`config.mk`:
```
export PLATFORM = sky130hd
export DESIGN_NAME = inv_flow_cntr
export DESIGN_NICKNAME = d
export VERILOG_FILES = /design/src/rtl/inv_flow_cntr_pkg.sv /design/src/rtl/inv_flow_cntr_shift_sel.sv /design/src/rtl/inv_flow_cntr.sv
export SDC_FILE = /design/constraint.sdc
export NUM_CORES = 1
export LEC_CHECK = 0
export ABC_CLOCK_PERIOD_IN_PS = 2900
export CORE_UTILIZATION = 40
export DETAILED_ROUTE_END_ITERATION = 10
export PLACE_DENSITY = 0.66
export SYNTH_ARGS = -nofsm -noshare
export SYNTH_HDL_FRONTEND = slang
export SYNTH_SLANG_ARGS = --single-unit
```
`constraint.sdc`:
```
create_clock -name clk -period 2.9 [get_ports clk]
set_input_delay 0.435 -clock clk [delete_from_list [all_inputs] [get_ports clk]]
set_output_delay 0.435 -clock clk [all_outputs]
set_load 0.02 [all_outputs]
```
`src/rtl/inv_flow_cntr_pkg.sv`:
```
// inv_flow_cntr_pkg: shared constants, FSM encoding and word/byte slice helpers
// for the AES-128 decryption flow controller.
//   BLOCK_W    - block width (128)
//   WORD_W     - word / column width (32)
//   NUM_RND    - number of AES rounds (10)
//   LAST_CYCLE - terminal word counter value (4*NUM_RND)
//   state_t    - IDLE / RUN / DONE
//   get_word   - word1..word4 of a block, word1 in the top bits
//   get_byte   - row0..row3 of a word, row0 in the top byte
package inv_flow_cntr_pkg;

    localparam int         BLOCK_W    = 128;
    localparam int         WORD_W     = 32;
    localparam int         NUM_RND    = 10;
    localparam logic [5:0] LAST_CYCLE = 6'(4 * NUM_RND);

    typedef enum logic [1:0] {
        ST_IDLE = 2'd0,
        ST_RUN  = 2'd1,
        ST_DONE = 2'd2
    } state_t;

    // idx 0..3 selects word1..word4
    function automatic logic [WORD_W-1:0] get_word(input logic [BLOCK_W-1:0] blk,
                                                   input logic [1:0] idx);
        return idx == 2'd0 ? blk[127:96] :
               idx == 2'd1 ? blk[95:64]  :
               idx == 2'd2 ? blk[63:32]  : blk[31:0];
    endfunction

    // row 0..3 selects byte row0..row3
    function automatic logic [7:0] get_byte(input logic [WORD_W-1:0] wd,
                                            input logic [1:0] row);
        return row == 2'd0 ? wd[31:24] :
               row == 2'd1 ? wd[23:16] :
               row == 2'd2 ? wd[15:8]  : wd[7:0];
    endfunction

endpackage

```
`src/rtl/inv_flow_cntr_shift_sel.sv`:
```
// inv_shift_row_sel: InvShiftRows column selection, purely combinational.
// Ports:
//   word0..word3 - the four state columns (word1..word4 of the block)
//   col          - output column index j (0..3)
//   word_out     - column j after InvShiftRows: row r taken from column (j-r) mod 4
module inv_shift_row_sel
    import inv_flow_cntr_pkg::*;
(
    input  logic [WORD_W-1:0] word0,
    input  logic [WORD_W-1:0] word1,
    input  logic [WORD_W-1:0] word2,
    input  logic [WORD_W-1:0] word3,
    input  logic [1:0]        col,
    output logic [WORD_W-1:0] word_out
);

    logic [WORD_W-1:0] words [4];

    assign words = '{word0, word1, word2, word3};

    // 2-bit subtraction wraps, giving the mod-4 source column directly
    always_comb begin
        word_out = '0;
        for (int r = 0; r < 4; r++)
            word_out[31 - 8*r -: 8] = get_byte(words[col - 2'(r)], 2'(r));
    end

endmodule

```
`src/rtl/inv_flow_cntr.sv`:
```
// inv_flow_cntr: AES-128 decryption flow controller. Loads a ciphertext block
// with the initial AddRoundKey, streams 40 InvShiftRows-selected words through
// an external inverse-round datapath with X/Y ping-pong banks, and presents
// the plaintext with a one-cycle valid pulse.
// Ports:
//   clk, reset          - clock, asynchronous active-low reset
//   block_data_in(_vld) - ciphertext block and its valid
//   last_rnd_key        - round key 10, packed like the block
//   key_available       - key schedule ready
//   sbox_available      - inverse S-box ready
//   word_in_comb(_vld)  - datapath result for the current word; vld gates progress
//   data_accept         - ready to take a block (IDLE only)
//   data_out(_vld)      - plaintext and its one-cycle valid
//   word_out_comb(_vld) - selected word sent to the datapath
//   rnd_key_gen         - key-schedule enable while running
//   key_rnd_idx         - round key index for the datapath (9..0)
//   inv_mix_column_off  - bypass InvMixColumns in the final round
module inv_flow_cntr
    import inv_flow_cntr_pkg::*;
(
    input  logic                clk,
    input  logic                reset,
    input  logic [BLOCK_W-1:0]  block_data_in,
    input  logic                block_data_in_vld,
    input  logic [BLOCK_W-1:0]  last_rnd_key,
    input  logic                key_available,
    input  logic                sbox_available,
    input  logic [WORD_W-1:0]   word_in_comb,
    input  logic                word_in_comb_vld,
    output logic                data_accept,
    output logic [BLOCK_W-1:0]  data_out,
    output logic                data_out_vld,
    output logic [WORD_W-1:0]   word_out_comb,
    output logic                word_out_comb_vld,
    output logic                rnd_key_gen,
    output logic [3:0]          key_rnd_idx,
    output logic                inv_mix_column_off
);

    state_t              state_q, state_d;
    logic [5:0]          cnt_q, cnt_d;
    logic [WORD_W-1:0]   x_q [4];
    logic [WORD_W-1:0]   x_d [4];
    logic [WORD_W-1:0]   y_q [4];
    logic [WORD_W-1:0]   y_d [4];
    logic [BLOCK_W-1:0]  data_out_q, data_out_d;
    logic                data_out_vld_q, data_out_vld_d;
    logic [5:0]          idx;
    logic [1:0]          col;
    logic [3:0]          rnd;
    logic                run;
    logic [WORD_W-1:0]   sel_word;

    // cnt runs 1..40 in RUN, so cnt-1 splits into round (upper) and column (lower)
    assign idx = cnt_q - 6'd1;
    assign col = idx[1:0];
    assign rnd = idx[5:2];
    assign run = state_q == ST_RUN;

    // even rounds read X and write Y, odd rounds the reverse
    inv_shift_row_sel u_sel (
        .word0    (rnd[0] ? y_q[0] : x_q[0]),
        .word1    (rnd[0] ? y_q[1] : x_q[1]),
        .word2    (rnd[0] ? y_q[2] : x_q[2]),
        .word3    (rnd[0] ? y_q[3] : x_q[3]),
        .col      (col),
        .word_out (sel_word)
    );

    assign data_accept        = state_q == ST_IDLE && key_available && sbox_available;
    assign word_out_comb      = run ? sel_word : '0;
    assign word_out_comb_vld  = run;
    assign rnd_key_gen        = run;
    assign key_rnd_idx        = run ? 4'(NUM_RND - 1) - rnd : 4'd0;
    assign inv_mix_column_off = run && rnd == 4'(NUM_RND - 1);
    assign data_out           = data_out_q;
    assign data_out_vld       = data_out_vld_q;

    always_comb begin
        state_d        = state_q;
        cnt_d          = cnt_q;
        x_d            = x_q;
        y_d            = y_q;
        data_out_d     = data_out_q;
        data_out_vld_d = 1'b0;
        case (state_q)
            ST_IDLE: begin
                if (block_data_in_vld && data_accept) begin
                    for (int i = 0; i < 4; i++)
                        x_d[i] = get_word(block_data_in, 2'(i)) ^ get_word(last_rnd_key, 2'(i));
                    cnt_d   = 6'd1;
                    state_d = ST_RUN;
                end
            end
            ST_RUN: begin
                if (word_in_comb_vld) begin
                    if (rnd[0])
                        x_d[col] = word_in_comb;
                    else
                        y_d[col] = word_in_comb;
                    // the final round writes X; word4 comes straight from the datapath
                    if (cnt_q == LAST_CYCLE) begin
                        data_out_d     = {x_q[0], x_q[1], x_q[2], word_in_comb};
                        data_out_vld_d = 1'b1;
                        cnt_d          = 6'd0;
                        state_d        = ST_DONE;
                    end else begin
                        cnt_d = cnt_q + 6'd1;
                    end
                end
            end
            ST_DONE: state_d = ST_IDLE;
            default: state_d = ST_IDLE;
        endcase
    end

    always_ff @(posedge clk or negedge reset) begin
        if (!reset) begin
            state_q        <= ST_IDLE;
            cnt_q          <= '0;
            x_q            <= '{default: '0};
            y_q            <= '{default: '0};
            data_out_q     <= '0;
            data_out_vld_q <= 1'b0;
        end else begin
            state_q        <= state_d;
            cnt_q          <= cnt_d;
            x_q            <= x_d;
            y_q            <= y_d;
            data_out_q     <= data_out_d;
            data_out_vld_q <= data_out_vld_d;
        end
    end

endmodule

```
==> qor.csv <==
metric;value;unit
FILL cells;4056;
Max Cap Viol;0;
Reg area;0.00983;mm2
clock skew;22.2;ps
io pins;463;
Clock Sinks;393;
DRT iter0 DRCs;999;
clock tree buffer depth;3;
pre-CTS setup slack;-218;ps
RSZ-0062 raised after global routing;yes;
Syn-to-layout area delta;43.1;%
count of input and output buffers;462;
CP max stage cell;dfrtp_1;
Core ar.;0.0490;mm2
Starting Density;40.6;%
ANT nets after route;0;
CP dominant cell by count;buf_12;
hold violation total from the final report;0;
vias;16200;
Detailed Route WL;67700;um
CTS tree;yes;
WL per Instance;22.8;um
relative slew slack;52.1;%
dpl hpwl;43400;um
die area;0.0506;mm2
sequential area share after synthesis;49.5;%
H-tree levels;2;
Cell Chain, Critical Path;clkinv_2 > ha_4 > xor2_4 > buf_12 > buf_12 > buf_16 > mux2i_1 > a32oi_1 > and3_1 > buf_6;
first-pass iteration count of the detailed router;7;
static leakage;0.0122;uW
GR Util All Layers;26.2;%
Netlist Area Pre-Place;0.0199;mm2
CP max FO;7;
syn_nets;2091;
Worst EP arrival;2580;ps
layout cell share with drive strength beyond 1;31.0;%
fin nets;2569;
CP endpoint kind;output port;
largest net degree at the start of global routing;141;
clk_lat worst skew;570;ps
Synth Instances;1791;
Max Clk Rate;332;MHz
clock root cell;clkbuf_16;
Multi-input gate area;0.00971;mm2
GPL Wtd Cong;0.855;
via-per-instance ratio;5.45;
syn_area_per_cell;11.1;um2
status;finished, violations left;
met2 Track Usage GR;43.7;%
vias in the first global route;16700;
VDD IR max;0.000761;V
GR Util met1;33.7;%
Synth Register Bits;393;
Top Usage Layer GRT;met2;
PwrDens;1230;mW/mm2
Synth Warn #;0;
failing checks;setup timing;
Die W;225;um
# rows;81;
GRT overflow;0;
crit-path max cell delay;370;ps
slew at the pin closest to its max-slew limit;719;ps
Worst EP required;2470;ps
first-pass GRT wire length;99900;um
Slew Limit Fails;0;
minimum clock period;3010;ps
post-layout util;58.1;%
antenna violations before repair;2;
CTS Buf Count;45;
count of different cell masters after synthesis;39;
crit path kind;reg -> out;
Final Cycle Share;104;%
final worst slack;-112;ps
GR Layer Usage met3;5.36;%
DRC viols;0;
Setup Viol. Count Final;23;
Hold Path Class;in -> async;
startpoint type of the worst setup path;register;
DIE HEIGHT;225;um
CTS clk-pin slew, worst paths;60;ps
## kinds of logic after synthesis
logic type,count (synthesis),share of synthesized area (%)
fa+ha+maj,6,0.378
flops,393,49.5
mux,401,22.6
compound gates,192,5.51
simple gates,505,11.7
buf+inv,161,4.43
xor+xnor,133,5.90
## power by group
part           internal [uW]  leakage [uW]  switching (uW)
logic                  10000       0.00638           10000
registers               7560       0.00512            1440
clock network           3450      0.000741            2320
## layer usage
metal  vias to the layer above  share of wire, %
met5                         -                 0
met1                      8139                41
met3                       128               7.9
li1                       7229                 -
met2                       688                48
met4                         0               2.8
## placed cells by master, fill, tap and decap left out, types with 7 or more instances in the layout
master and instances:
a31oi_1 30, a32oi_1 12, and3_1 10, and3_4 9
and4_1 10, and4_4 7, buf_12 32, buf_16 17
buf_4 53, buf_6 44, buf_8 10, clkbuf_1 9
clkbuf_16 51, clkbuf_8 9, clkdlybuf4s50_1 424, clkinv_2 10
dfrtp_1 393, mux2_1 25, mux2_2 359, mux2i_1 15
nand2_1 189, nand2_2 41, nand2_4 9, nand3_1 172
nand3_2 25, nor2_1 11, nor3_1 7, o21ai_0 131
xnor2_1 131
## final cells by class
type / instances / share of cell area (%)
Tap cell: 664 / 2.92
Inverter: 5 / 0.106
Clock inverter: 15 / 0.563
Antenna cell: 2 / 0.0176
Clock buffer: 65 / 4.69
Multi-Input combinational cell: 1237 / 34.1
Sequential cell: 393 / 34.6
Timing Repair Buffer: 587 / 23.0
## registers in the layout, indices dropped and copies added (netlist names)
name / flops
x_q: 128
cnt_q: 6
y_q: 128
data_out_vld: 1
state_q: 2
data_out: 128
## final timing paths
kind | depth (start not counted) | from | to | slack (ps)
min reg2reg | 1 | data_out[78] | data_out[78] | 490
max in group asynchronous | 3 | reset | data_out[114] | 1530
min | 2 | reset | data_out[32] | 440
max | 10 | cnt_q[0] | word_out_comb[17] | -110
min in group clk | 1 | data_out[78] | data_out[78] | 490
max reg2reg | 11 | cnt_q[0] | y_q[46] | 280
## Yosys cell counts, drive strengths merged
cell type  count  area [um2]
a21o           5        37.5
nor3b          1        7.51
o311ai         2        17.5
and3          19         124
a2bb2oi        1        8.76
o22ai          1        6.26
a31oi         33         206
and4          17         149
nor3           8        40.0
inv            4        15.0
nor2          16        60.1
nand4b         1        8.76
xnor2        132        1160
a32oi         16         140
a41oi          1        8.76
clkinv         1        3.75
nand3        197         986
nand3b         1        7.51
mux2         384        4320
xor2           1        16.3
a21oi          1        5.00
clkbuf        70         303
dfrtp        393        9830
and2           1        6.26
a311oi         1        8.76
nand4          1        6.26
ha             6        75.1
nand2b         4        25.0
nand2        239         897
buf           86         558
mux2i         17         170
o21ai        131         656
## repair_timing
| item | 4_1_cts | 5_1_grt |
|---|---|---|
| setup buffers | 24 | 7 |
| resized for setup | 278 | 108 |
| setup endpoints to repair | 36 | 35 |
| endpoints found under the hold margin | 68 | 0 |
| hold buffers | 1 | 0 |
| pin swaps | 37 | 74 |
| gates cloned | 16 | 5 |
## critical path, delay by kind of cell (launching register included)
family	cells	cell delay [ps]
adder cells (fa/ha/maj)	1	200
buffers and inverters	5	680
flip-flops	1	370
multiplexers	1	120
AO/OA/AOI/OAI	1	210
XOR/XNOR	1	160
AND/OR/NAND/NOR	1	250
## metrics by stage
stage | hold slack, ps | TNS [ps] | cells | power [uW] | instance area [um2]
CTS | 456 | -1080 | 2956 | 33400 | 27900
global placement | 470 | -1630 | 2836 | 23500 | 25300
global route | 501 | -3290 | 2967 | 36500 | 28400
finish | 436 | -806 | 2968 | 34900 | 28400
floorplan | 139 | 0 | 1791 | 17300 | 19900
detailed placement | 478 | -3750 | 2836 | 23900 | 25300
No activity file was read; power rests on OpenSTA's default activity.
